--- config.mk ---
export PLATFORM = sky130hd
export DESIGN_NAME = tt_um_counter_ctrl
export DESIGN_NICKNAME = d
export VERILOG_FILES = /design/src/rtl/tt_ctrl_pkg.sv /design/src/rtl/counter8_dp.sv /design/src/rtl/tt_um_counter_ctrl.sv
export SDC_FILE = /design/constraint.sdc
export NUM_CORES = 1
export LEC_CHECK = 0
export BUFFER_PORTS_ARGS = -buffer_cell sky130_fd_sc_hd__clkbuf_2
export CORE_ASPECT_RATIO = 0.6
export CORE_UTILIZATION = 55
export CTS_CLUSTER_DIAMETER = 60
export CTS_CLUSTER_SIZE = 14
export DETAILED_ROUTE_END_ITERATION = 7
export PLACE_DENSITY = 0.78
export SYNTH_ARGS = -nofsm -noshare
export SYNTH_HDL_FRONTEND = slang
export SYNTH_SLANG_ARGS = --single-unit
--- constraint.sdc ---
create_clock -name clk -period 6.05 [get_ports clk]
set_input_delay 0.3025 -clock clk [delete_from_list [all_inputs] [get_ports clk]]
set_output_delay 0.3025 -clock clk [all_outputs]
set_load 0.03 [all_outputs]
--- src/rtl/tt_ctrl_pkg.sv ---
// Shared constants for the counter controller tile: opcodes, FSM states,
// direction and status-bit positions on uio_out.
package tt_ctrl_pkg;

    localparam logic [2:0] OP_NOP          = 3'd0;
    localparam logic [2:0] OP_LOAD         = 3'd1;
    localparam logic [2:0] OP_SET_PRESCALE = 3'd2;
    localparam logic [2:0] OP_SET_LIMIT    = 3'd3;
    localparam logic [2:0] OP_RUN_UP       = 3'd4;
    localparam logic [2:0] OP_RUN_DOWN     = 3'd5;
    localparam logic [2:0] OP_ONESHOT      = 3'd6;
    localparam logic [2:0] OP_STOP         = 3'd7;

    typedef enum logic [1:0] {
        ST_IDLE = 2'd0,
        ST_RUN  = 2'd1,
        ST_SHOT = 2'd2,
        ST_DONE = 2'd3
    } state_t;

    typedef enum logic {
        DIR_UP   = 1'b0,
        DIR_DOWN = 1'b1
    } dir_t;

    localparam int BIT_ACK  = 7;
    localparam int BIT_WRAP = 6;
    localparam int BIT_RUN  = 5;
    localparam int BIT_DONE = 4;

endpackage

--- src/rtl/counter8_dp.sv ---
// Counter datapath: load, increment and decrement with limit wrap.
// wrap is a one-cycle pulse on a limit-driven wrap only.
module counter8_dp #(
    parameter int WIDTH = 8
) (
    input  logic             clk,
    input  logic             rst_n,
    input  logic             load,
    input  logic             inc,
    input  logic             dec,
    input  logic [WIDTH-1:0] load_val,
    input  logic [WIDTH-1:0] limit,
    output logic [WIDTH-1:0] count,
    output logic             wrap
);

    always_ff @(posedge clk or negedge rst_n) begin
        if (!rst_n) begin
            count <= '0;
            wrap  <= 1'b0;
        end else begin
            wrap <= 1'b0;
            if (load) begin
                count <= load_val;
            end else if (inc) begin
                // Above the limit the count rolls over naturally, no flag.
                if (count == limit) begin
                    count <= '0;
                    wrap  <= 1'b1;
                end else begin
                    count <= count + WIDTH'(1);
                end
            end else if (dec) begin
                if (count == '0) begin
                    count <= limit;
                    wrap  <= 1'b1;
                end else begin
                    count <= count - WIDTH'(1);
                end
            end
        end
    end

endmodule

--- src/rtl/tt_um_counter_ctrl.sv ---
// Command-driven controller around counter8_dp: edge-detected command accept,
// prescaler, configuration registers and the run/one-shot FSM.
//
// state | meaning
// IDLE  | count holds, prescaler holds
// RUN   | count steps up/down on each prescaler tick, wrapping at limit
// SHOT  | count steps up on tick until it reaches limit
// DONE  | one-shot finished, count frozen until the next command
module tt_um_counter_ctrl
    import tt_ctrl_pkg::*;
#(
    parameter int               WIDTH     = 8,
    parameter logic [WIDTH-1:0] LIMIT_RST = 8'hFF
) (
    input  logic             clk,
    input  logic             rst_n,
    input  logic             ena,
    input  logic [WIDTH-1:0] ui_in,
    input  logic [7:0]       uio_in,
    output logic [7:0]       uio_out,
    output logic [7:0]       uio_oe,
    output logic [WIDTH-1:0] uo_out
);

    state_t           state, state_nxt;
    dir_t             dir, dir_nxt;
    logic [WIDTH-1:0] prescale, prescale_nxt;
    logic [WIDTH-1:0] pcnt, pcnt_nxt;
    logic [WIDTH-1:0] limit, limit_nxt;
    logic [WIDTH-1:0] count;
    logic             vld_q, ack, wrap;
    logic             dp_load, dp_inc, dp_dec;
    logic             cmd_valid, accept, tick, running, done;
    logic [2:0]       opcode;
    logic             unused_uio;

    assign cmd_valid  = uio_in[3];
    assign opcode     = uio_in[2:0];
    assign unused_uio = &{1'b0, uio_in[7:4]};
    assign accept     = ena & cmd_valid & ~vld_q;
    assign tick       = (pcnt == prescale);

    always_comb begin
        state_nxt    = state;
        dir_nxt      = dir;
        prescale_nxt = prescale;
        pcnt_nxt     = pcnt;
        limit_nxt    = limit;
        dp_load      = 1'b0;
        dp_inc       = 1'b0;
        dp_dec       = 1'b0;
        // A command takes the whole cycle: no counter step alongside it.
        if (accept) begin
            case (opcode)
                OP_LOAD: begin
                    dp_load  = 1'b1;
                    pcnt_nxt = '0;
                    if (state == ST_DONE) state_nxt = ST_IDLE;
                end
                OP_SET_PRESCALE: begin
                    prescale_nxt = ui_in;
                    pcnt_nxt     = '0;
                end
                OP_SET_LIMIT: limit_nxt = ui_in;
                OP_RUN_UP: begin
                    dir_nxt   = DIR_UP;
                    state_nxt = ST_RUN;
                    pcnt_nxt  = '0;
                end
                OP_RUN_DOWN: begin
                    dir_nxt   = DIR_DOWN;
                    state_nxt = ST_RUN;
                    pcnt_nxt  = '0;
                end
                OP_ONESHOT: begin
                    dir_nxt   = DIR_UP;
                    state_nxt = ST_SHOT;
                    pcnt_nxt  = '0;
                end
                OP_STOP: begin
                    state_nxt = ST_IDLE;
                    pcnt_nxt  = '0;
                end
                default: ;
            endcase
        end else if (ena) begin
            case (state)
                ST_RUN: begin
                    pcnt_nxt = tick ? '0 : pcnt + WIDTH'(1);
                    if (tick) begin
                        dp_inc = (dir == DIR_UP);
                        dp_dec = (dir == DIR_DOWN);
                    end
                end
                ST_SHOT: begin
                    if (count >= limit) begin
                        state_nxt = ST_DONE;
                    end else begin
                        pcnt_nxt = tick ? '0 : pcnt + WIDTH'(1);
                        dp_inc   = tick;
                    end
                end
                default: ;
            endcase
        end
    end

    always_ff @(posedge clk or negedge rst_n) begin
        if (!rst_n) begin
            state    <= ST_IDLE;
            dir      <= DIR_UP;
            prescale <= '0;
            pcnt     <= '0;
            limit    <= LIMIT_RST;
            vld_q    <= 1'b0;
            ack      <= 1'b0;
        end else begin
            state    <= state_nxt;
            dir      <= dir_nxt;
            prescale <= prescale_nxt;
            pcnt     <= pcnt_nxt;
            limit    <= limit_nxt;
            vld_q    <= cmd_valid;
            ack      <= accept;
        end
    end

    counter8_dp #(.WIDTH(WIDTH)) u_dp (
        .clk      (clk),
        .rst_n    (rst_n),
        .load     (dp_load),
        .inc      (dp_inc),
        .dec      (dp_dec),
        .load_val (ui_in),
        .limit    (limit),
        .count    (count),
        .wrap     (wrap)
    );

    assign running = (state == ST_RUN) || (state == ST_SHOT);
    assign done    = (state == ST_DONE);

    always_comb begin
        uio_out           = 8'h00;
        uio_out[BIT_ACK]  = ack;
        uio_out[BIT_WRAP] = wrap;
        uio_out[BIT_RUN]  = running;
        uio_out[BIT_DONE] = done;
    end

    assign uio_oe = 8'hF0;
    assign uo_out = count;

endmodule

==> flow_metrics.env, run 1 <==
export IMPL_status="completed"
export IMPL_final_common_cell="dfrtp_1"
export IMPL_synthCells=306
export IMPL_syn_to_final_growth_pct=6.91
export IMPL_grt_pass1_vias=2022
export IMPL_switchingPower_uw=586
export IMPL_crit_required_ps=6240
export IMPL_finalSetupViolCount=0
export IMPL_hold_viol_final=0
export IMPL_ys_warn_count=0
export IMPL_yosysSeqAreaShare=0.363
export IMPL_io_buffers=26
export IMPL_start_kind="flop"
export IMPL_utilization=0.616
export IMPL_dieArea_sq_um=5100
export IMPL_max_slew_worst_pin_slew_ps=949
export IMPL_ctsHoldBuffers=0
export IMPL_r2r_end="u_dp.count[4]"
export IMPL_placed_area_sq_um=2730
export IMPL_hp_class="input pin to async pin"
export IMPL_drive_gt1_frac=0.198
export IMPL_yosysTopAreaCell="dfrtp_1"
export IMPL_reg2reg_slack_ps=3070
export IMPL_cts_sinks=38
export IMPL_drv_slew=0
export IMPL_rows=19
export IMPL_p_int_uw=681
export IMPL_finalClockSkew_ps=7.14
export IMPL_critPathKind="flop to flop"
export IMPL_p_comb_frac=0.504
export IMPL_setup_tns_final_ps=0
export IMPL_final_cell_mix="dfrtp_1 (30), nand2_1 (28), clkbuf_2 (26), o21ai_1 (19)"
export IMPL_grt_total_usage=0.267
export IMPL_timing_fmax_mhz=336
export IMPL_cts_resized=0
export IMPL_viasPerCell=5.96
export IMPL_coreArea_sq_um=4590
export IMPL_root_buffer="clkbuf_8"
export IMPL_tritoncts="built"
export IMPL_instances_no_fill=387
export IMPL_vias=2308
export IMPL_clk_pin_slew_worst_paths_ps=80
export IMPL_wl_per_cell_um=16.3
export IMPL_ys_types=51
export IMPL_final_antenna_net_count=0
export IMPL_drt_pass1_iterations=6
export IMPL_die_y_um=55.7
export IMPL_n_antenna_cell=0
export IMPL_vdd_ir_drop_max_mv=0.297
export IMPL_cts_setup_buffers=0
export IMPL_critPathCaptureType="flop"
export IMPL_r2r_start="u_dp.count[0]"
export IMPL_clkPwrFrac=0.147
export IMPL_pwr_share_seq=0.349
export IMPL_synth_area_sq_um=2650
export IMPL_switching_share=0.462
export IMPL_numCtsBuffers=5
export IMPL_rsz0062_at_grt="false"
export IMPL_dpl_cell_count=379
export IMPL_p_leak_nw=1.27
export IMPL_start_util=0.576
export IMPL_io_pins=43
export IMPL_cp_max_fo=12
export IMPL_htreeDepth=2
export IMPL_crit_start="u_dp.count[0]"
export IMPL_gp_congestion=0.879
export IMPL_antenna_found_initial=0
export IMPL_whs_ps=135
export IMPL_p_per_area_nw_per_um2=448
export IMPL_cp_arrival_ps=3170
export IMPL_n_fill_cell=405
export IMPL_min_period_ps=2980
export IMPL_clock_latency_ps=300
export IMPL_drc=0
export IMPL_synth_seq_cells=38
export IMPL_max_cap_viol_count=0
export IMPL_hpwl_um=4600
export IMPL_synth_top_area_share=0.284
export IMPL_worst_r2r_cell_count=9
export IMPL_overflow=0
export IMPL_synthTopCellsByArea="dfrtp_1 (28%), dfstp_2 (7.9%), ha_1 (6.6%), buf_4 (4.5%), nand2_1 (4.0%)"
export IMPL_first_iter_violations=227
export IMPL_clockBufferDepth=2
export IMPL_final_nets=356
export IMPL_grt_pass1_wl_um=10500
export IMPL_design_area_sq_um=2830
export IMPL_die_w_um=91.5
export IMPL_slew_headroom=0.367
export IMPL_wl_um=6300
export IMPL_grt_max_degree=39
export IMPL_cp_endpoint="u_dp.count[4]"
export IMPL_post_route_period_util=0.492
export IMPL_postSynthAreaPerCell_sq_um=8.64
-- Yosys cell counts, drive strengths merged --
cell type / count
o21ai: 32
dfrtp: 30
nand2: 28
buf: 21
a21oi: 19
inv: 19
nor2: 17
ha: 14
mux2: 11
nand3: 11
nand2b: 9
xnor2: 9
clkbuf: 8
dfstp: 8
nor3: 8
o31ai: 7
and3: 6
nand4: 6
a22o: 5
a31oi: 4
o211ai: 4
a22oi: 3
nor4: 3
or3: 3
or4: 3
a211oi: 2
conb: 2
nand3b: 2
o22ai: 2
or2: 2
a2111o: 1
a21o: 1
a32o: 1
mux2i: 1
nor2b: 1
o21a: 1
o311ai: 1
o41ai: 1
-- worst min-delay path by stage --
stage	slack [ps]	end
floorplan	7	ack
global placement	440	vld_q
detailed placement	450	vld_q
CTS	130	vld_q
global route	140	vld_q
finish	130	ack
-- metal layers --
| layer | wire [um] | global-route usage | vias to the layer above |
|---|---|---|---|
| met5 | 0 | 0 | - |
| met4 | 63 | 0.0522 | 0 |
| met3 | 435 | 0.0628 | 10 |
| met2 | 2550 | 0.368 | 93 |
| met1 | 3250 | 0.422 | 1109 |
| li1 | - | - | 1096 |
-- power by group through the flow --
stage                     clock network [mW]  logic [mW]  registers [mW]
after floorplan                            0       0.493           0.443
after global placement                     0       0.600           0.437
after detailed placement                   0       0.621           0.442
after CTS                              0.191       0.626           0.437
after global routing                   0.202       0.716           0.455
final                                  0.187       0.638           0.442
-- cell type report --
type / instances / area [sq um] / share of cell area
clock inverters: 2 / 12.5 / 0.00442
inverters: 19 / 71.3 / 0.0252
multi-input cells: 230 / 1470 / 0.519
flip-flops and latches: 38 / 961 / 0.340
well taps: 63 / 78.8 / 0.0279
repair buffers: 29 / 153 / 0.0540
clock buffers: 6 / 82.6 / 0.0292
-- sequential cells by signal (all words and copies together), names as in the netlist --
register and count:
prescale 8, dir 1, state 2, pcnt 8
ack 1, u_dp.wrap 1, u_dp.count 8, limit 8
vld_q 1
-- cell families after synthesis --
group,Yosys count,share of synthesized area
multiplexers,12,0.0520
flip-flops,38,0.363
adder cells (fa/ha/maj),14,0.0662
AO/OA/AOI/OAI,84,0.196
buffers and inverters,48,0.0979
XOR/XNOR,9,0.0298
other,2,0.00284
AND/OR/NAND/NOR,99,0.192
-- worst max-delay path, cell delays in order, from the launching register on --
cell and delay (ps):
dfrtp_1 460, inv_1 120, ha_1 320, nand2b_1 150
a2111o_1 510, a211oi_1 330, o21ai_1 210, nand2_1 400
o31ai_1 130, a22o_1 240
-- stage by stage --
stage | worst slack, ps | power, mW
floorplan | 3410 | 0.937
detailed placement | 3210 | 1.06
CTS | 3180 | 1.25
global placement | 3270 | 1.04
global route | 2880 | 1.37
finish | 3070 | 1.27
No activity file was read; power rests on OpenSTA's default activity.
==> inputs of run 2 (changes only) <==
--- a/config.mk
+++ b/config.mk
@@ -5,13 +5,14 @@
 export SDC_FILE = /design/constraint.sdc
 export NUM_CORES = 1
 export LEC_CHECK = 0
+export ABC_AREA = 1
 export BUFFER_PORTS_ARGS = -buffer_cell sky130_fd_sc_hd__clkbuf_2
 export CORE_ASPECT_RATIO = 0.6
-export CORE_UTILIZATION = 55
+export CORE_UTILIZATION = 52
 export CTS_CLUSTER_DIAMETER = 60
 export CTS_CLUSTER_SIZE = 14
 export DETAILED_ROUTE_END_ITERATION = 7
-export PLACE_DENSITY = 0.78
+export PLACE_DENSITY = 0.77
 export SYNTH_ARGS = -nofsm -noshare
 export SYNTH_HDL_FRONTEND = slang
 export SYNTH_SLANG_ARGS = --single-unit
==> constraint.sdc (replaced) <==
create_clock -name clk -period 2.5 [get_ports clk]
set_input_delay 0.125 -clock clk [delete_from_list [all_inputs] [get_ports clk]]
set_output_delay 0.125 -clock clk [all_outputs]
set_load 0.03 [all_outputs]
==> flow_metrics.env, run 2 <==
export IMPL_status="finished with violations"
export IMPL_violations="design-rule violations, negative hold slack"
export IMPL_max_slew_worst_pin_slew_ps=979
export IMPL_cp_common_cell="nand2_1"
export IMPL_dieArea_sq_um=5850
export IMPL_pwr_share_seq=0.278
export IMPL_synthCells=403
export IMPL_hp_class="input pin to async pin"
export IMPL_crit_buf_inv=2
export IMPL_tritoncts="built"
export IMPL_critPathKind="flop to flop"
export IMPL_pre_cts_ws_ps=239
export IMPL_placed_area_sq_um=3020
export IMPL_wl_um=6580
export IMPL_timing_fmax_mhz=437
export IMPL_grt_max_degree=39
export IMPL_start_util=0.556
export IMPL_rows=20
export IMPL_reg2reg_slack_ps=210
export IMPL_drt_pass1_iterations=7
export IMPL_io_buffers=26
export IMPL_hold_viol_final=30
export IMPL_wl_per_cell_um=13.2
export IMPL_max_cap_viol_count=0
export IMPL_setup_tns_final_ps=0
export IMPL_clockBufferDepth=2
export IMPL_design_area_sq_um=3140
export IMPL_final_nets=464
export IMPL_whs_ps=-29.6
export IMPL_grt_pass1_wl_um=10900
export IMPL_first_iter_violations=172
export IMPL_synth_edf_count=0
export IMPL_ys_types=35
export IMPL_critPathCaptureType="flop"
export IMPL_final_antenna_net_count=0
export IMPL_synth_area_sq_um=2880
export IMPL_cp_max_fo=10
export IMPL_hpwl_um=5180
export IMPL_yosys_top_cells_count="nand2_1 (101), inv_1 (55), nand3_1 (32)"
export IMPL_overflow=0
export IMPL_clock_latency_ps=300
export IMPL_synthTopCellsByArea="dfrtp_1 (26%), nand2_1 (13%), dfstp_2 (7.3%), inv_1 (7.2%), ha_1 (6.1%)"
export IMPL_postSynthAreaPerCell_sq_um=7.14
export IMPL_p_comb_frac=0.577
export IMPL_n_fill_cell=495
export IMPL_max_stage_delay_ps=560
export IMPL_instances_no_fill=498
export IMPL_synth_most_common_cell="nand2_1"
export IMPL_coreArea_sq_um=5180
export IMPL_p_leak_nw=1.64
export IMPL_cp_arrival_ps=2480
export IMPL_finalSetupViolCount=0
export IMPL_ys_warn_count=0
export IMPL_grt_total_usage=0.247
export IMPL_cts_resized=0
export IMPL_drive_gt1_frac=0.190
export IMPL_utilization=0.605
export IMPL_post_route_period_util=0.916
export IMPL_slew_headroom=0.347
export IMPL_viasPerCell=5.19
export IMPL_drc=2
export IMPL_gp_congestion=0.880
export IMPL_min_period_ps=2290
export IMPL_switchingPower_mw=1.82
export IMPL_root_buffer="clkbuf_8"
export IMPL_dpl_cell_count=489
export IMPL_htreeDepth=2
export IMPL_vias=2585
export IMPL_synth_ff_type="dfrtp_1"
export IMPL_final_cell_mix="nand2_1 (101), inv_1 (55), nand3_1 (32), dfrtp_1 (30), clkbuf_2 (26)"
export IMPL_timing_final_ws_setup_ps=210
export IMPL_drv_slew=0
export IMPL_async_reset_ff_frac=1.00
export IMPL_syn_to_final_growth_pct=8.96
export IMPL_clk_pin_slew_worst_paths_ps=80
export IMPL_grt_pass1_vias=2261
export IMPL_n_antenna_cell=0
export IMPL_cp_top_family="simple AND/OR/NAND/NOR gates"
export IMPL_finalClockSkew_ps=2.99
export IMPL_start_kind="flop"
export IMPL_synth_seq_cells=38
export IMPL_crit_path_top_delay_cell="dfstp_2"
export IMPL_crit_chain="inv_1 -> ha_1 -> a21oi_1 -> nand2_1 -> nor2_1 -> nand3_1 -> nand2_2 -> nand2_8 -> nand3_4 -> inv_2 -> nand2_1 -> nand2_1"
export IMPL_crit_required_ps=2690
export IMPL_io_pins=43
export IMPL_p_int_mw=1.85
export IMPL_final_common_cell="nand2_1"
export IMPL_rsz0062_at_grt="false"
export IMPL_switching_share=0.496
export IMPL_die_w_um=98.0
export IMPL_die_y_um=59.6
export IMPL_clkPwrFrac=0.145
export IMPL_synth_top_area_share=0.261
export IMPL_yosysSeqAreaShare=0.334
export IMPL_yosysTopAreaCell="dfrtp_1"
export IMPL_antenna_found_initial=0
export IMPL_cts_sinks=38
export IMPL_p_per_area_nw_per_um2=1170
export IMPL_numCtsBuffers=5
export IMPL_vdd_ir_drop_max_mv=0.612
-- run 2: layer usage --
layer | part of all wire | global-route usage | wire, um
met1 | 0.51 | 0.389 | 3390
met2 | 0.39 | 0.333 | 2580
met3 | 0.082 | 0.0507 | 539
met4 | 0.010 | 0.0714 | 68
met5 | 0 | 0 | 0
-- run 2: cell families after synthesis --
family | synth area share
flops | 0.334
compound gates | 0.100
other cells | 0.00261
simple gates | 0.316
fa+ha+maj | 0.0609
xor+xnor | 0.0396
buf+inv | 0.147
-- run 2: final cells by class --
class | instances | area, sq um | share of cell area
tap | 66 | 82.6 | 0.0263
timing repair buffer | 33 | 185 | 0.0591
sequential | 38 | 961 | 0.306
inverter | 70 | 265 | 0.0846
clock inverter | 3 | 40.0 | 0.0128
multi-input combinational | 283 | 1530 | 0.489
clock buffer | 5 | 68.8 | 0.0219
-- run 2: power groups by stage --
stage                     sequential (mW)  combinational, mW  clock, mW
after CTS                            1.02               2.10      0.543
after floorplan                      1.11               1.52          0
after global routing                 1.05               2.36      0.568
after detailed placement             1.03               2.09          0
final                                1.02               2.12      0.531
after global placement               1.03               2.02          0
-- run 2: timing repair --
action / CTS / global route
hold buffers: 1 / 0
setup buffers: 0 / 0
endpoints found under the hold margin: 1 / 0
-- run 2: metrics by stage --
step	hold slack [ps]	total power, mW
after global routing	50.5	3.98
after global placement	261	3.04
after CTS	0.689	3.67
final	-29.6	3.67
after detailed placement	262	3.12
after floorplan	-171	2.63
-- run 2: worst paths after layout --
path                       cells after the start      from            end
setup / recovery                              12  limit[7]  u_dp.count[2]
hold / removal                                 1     rst_n  u_dp.count[4]
setup reg to reg                              12  limit[7]  u_dp.count[2]
hold reg to reg                                2  limit[2]       limit[2]
max in group asynchronous                      1     rst_n    prescale[1]
min in group clk                               3  ui_in[1]       limit[1]
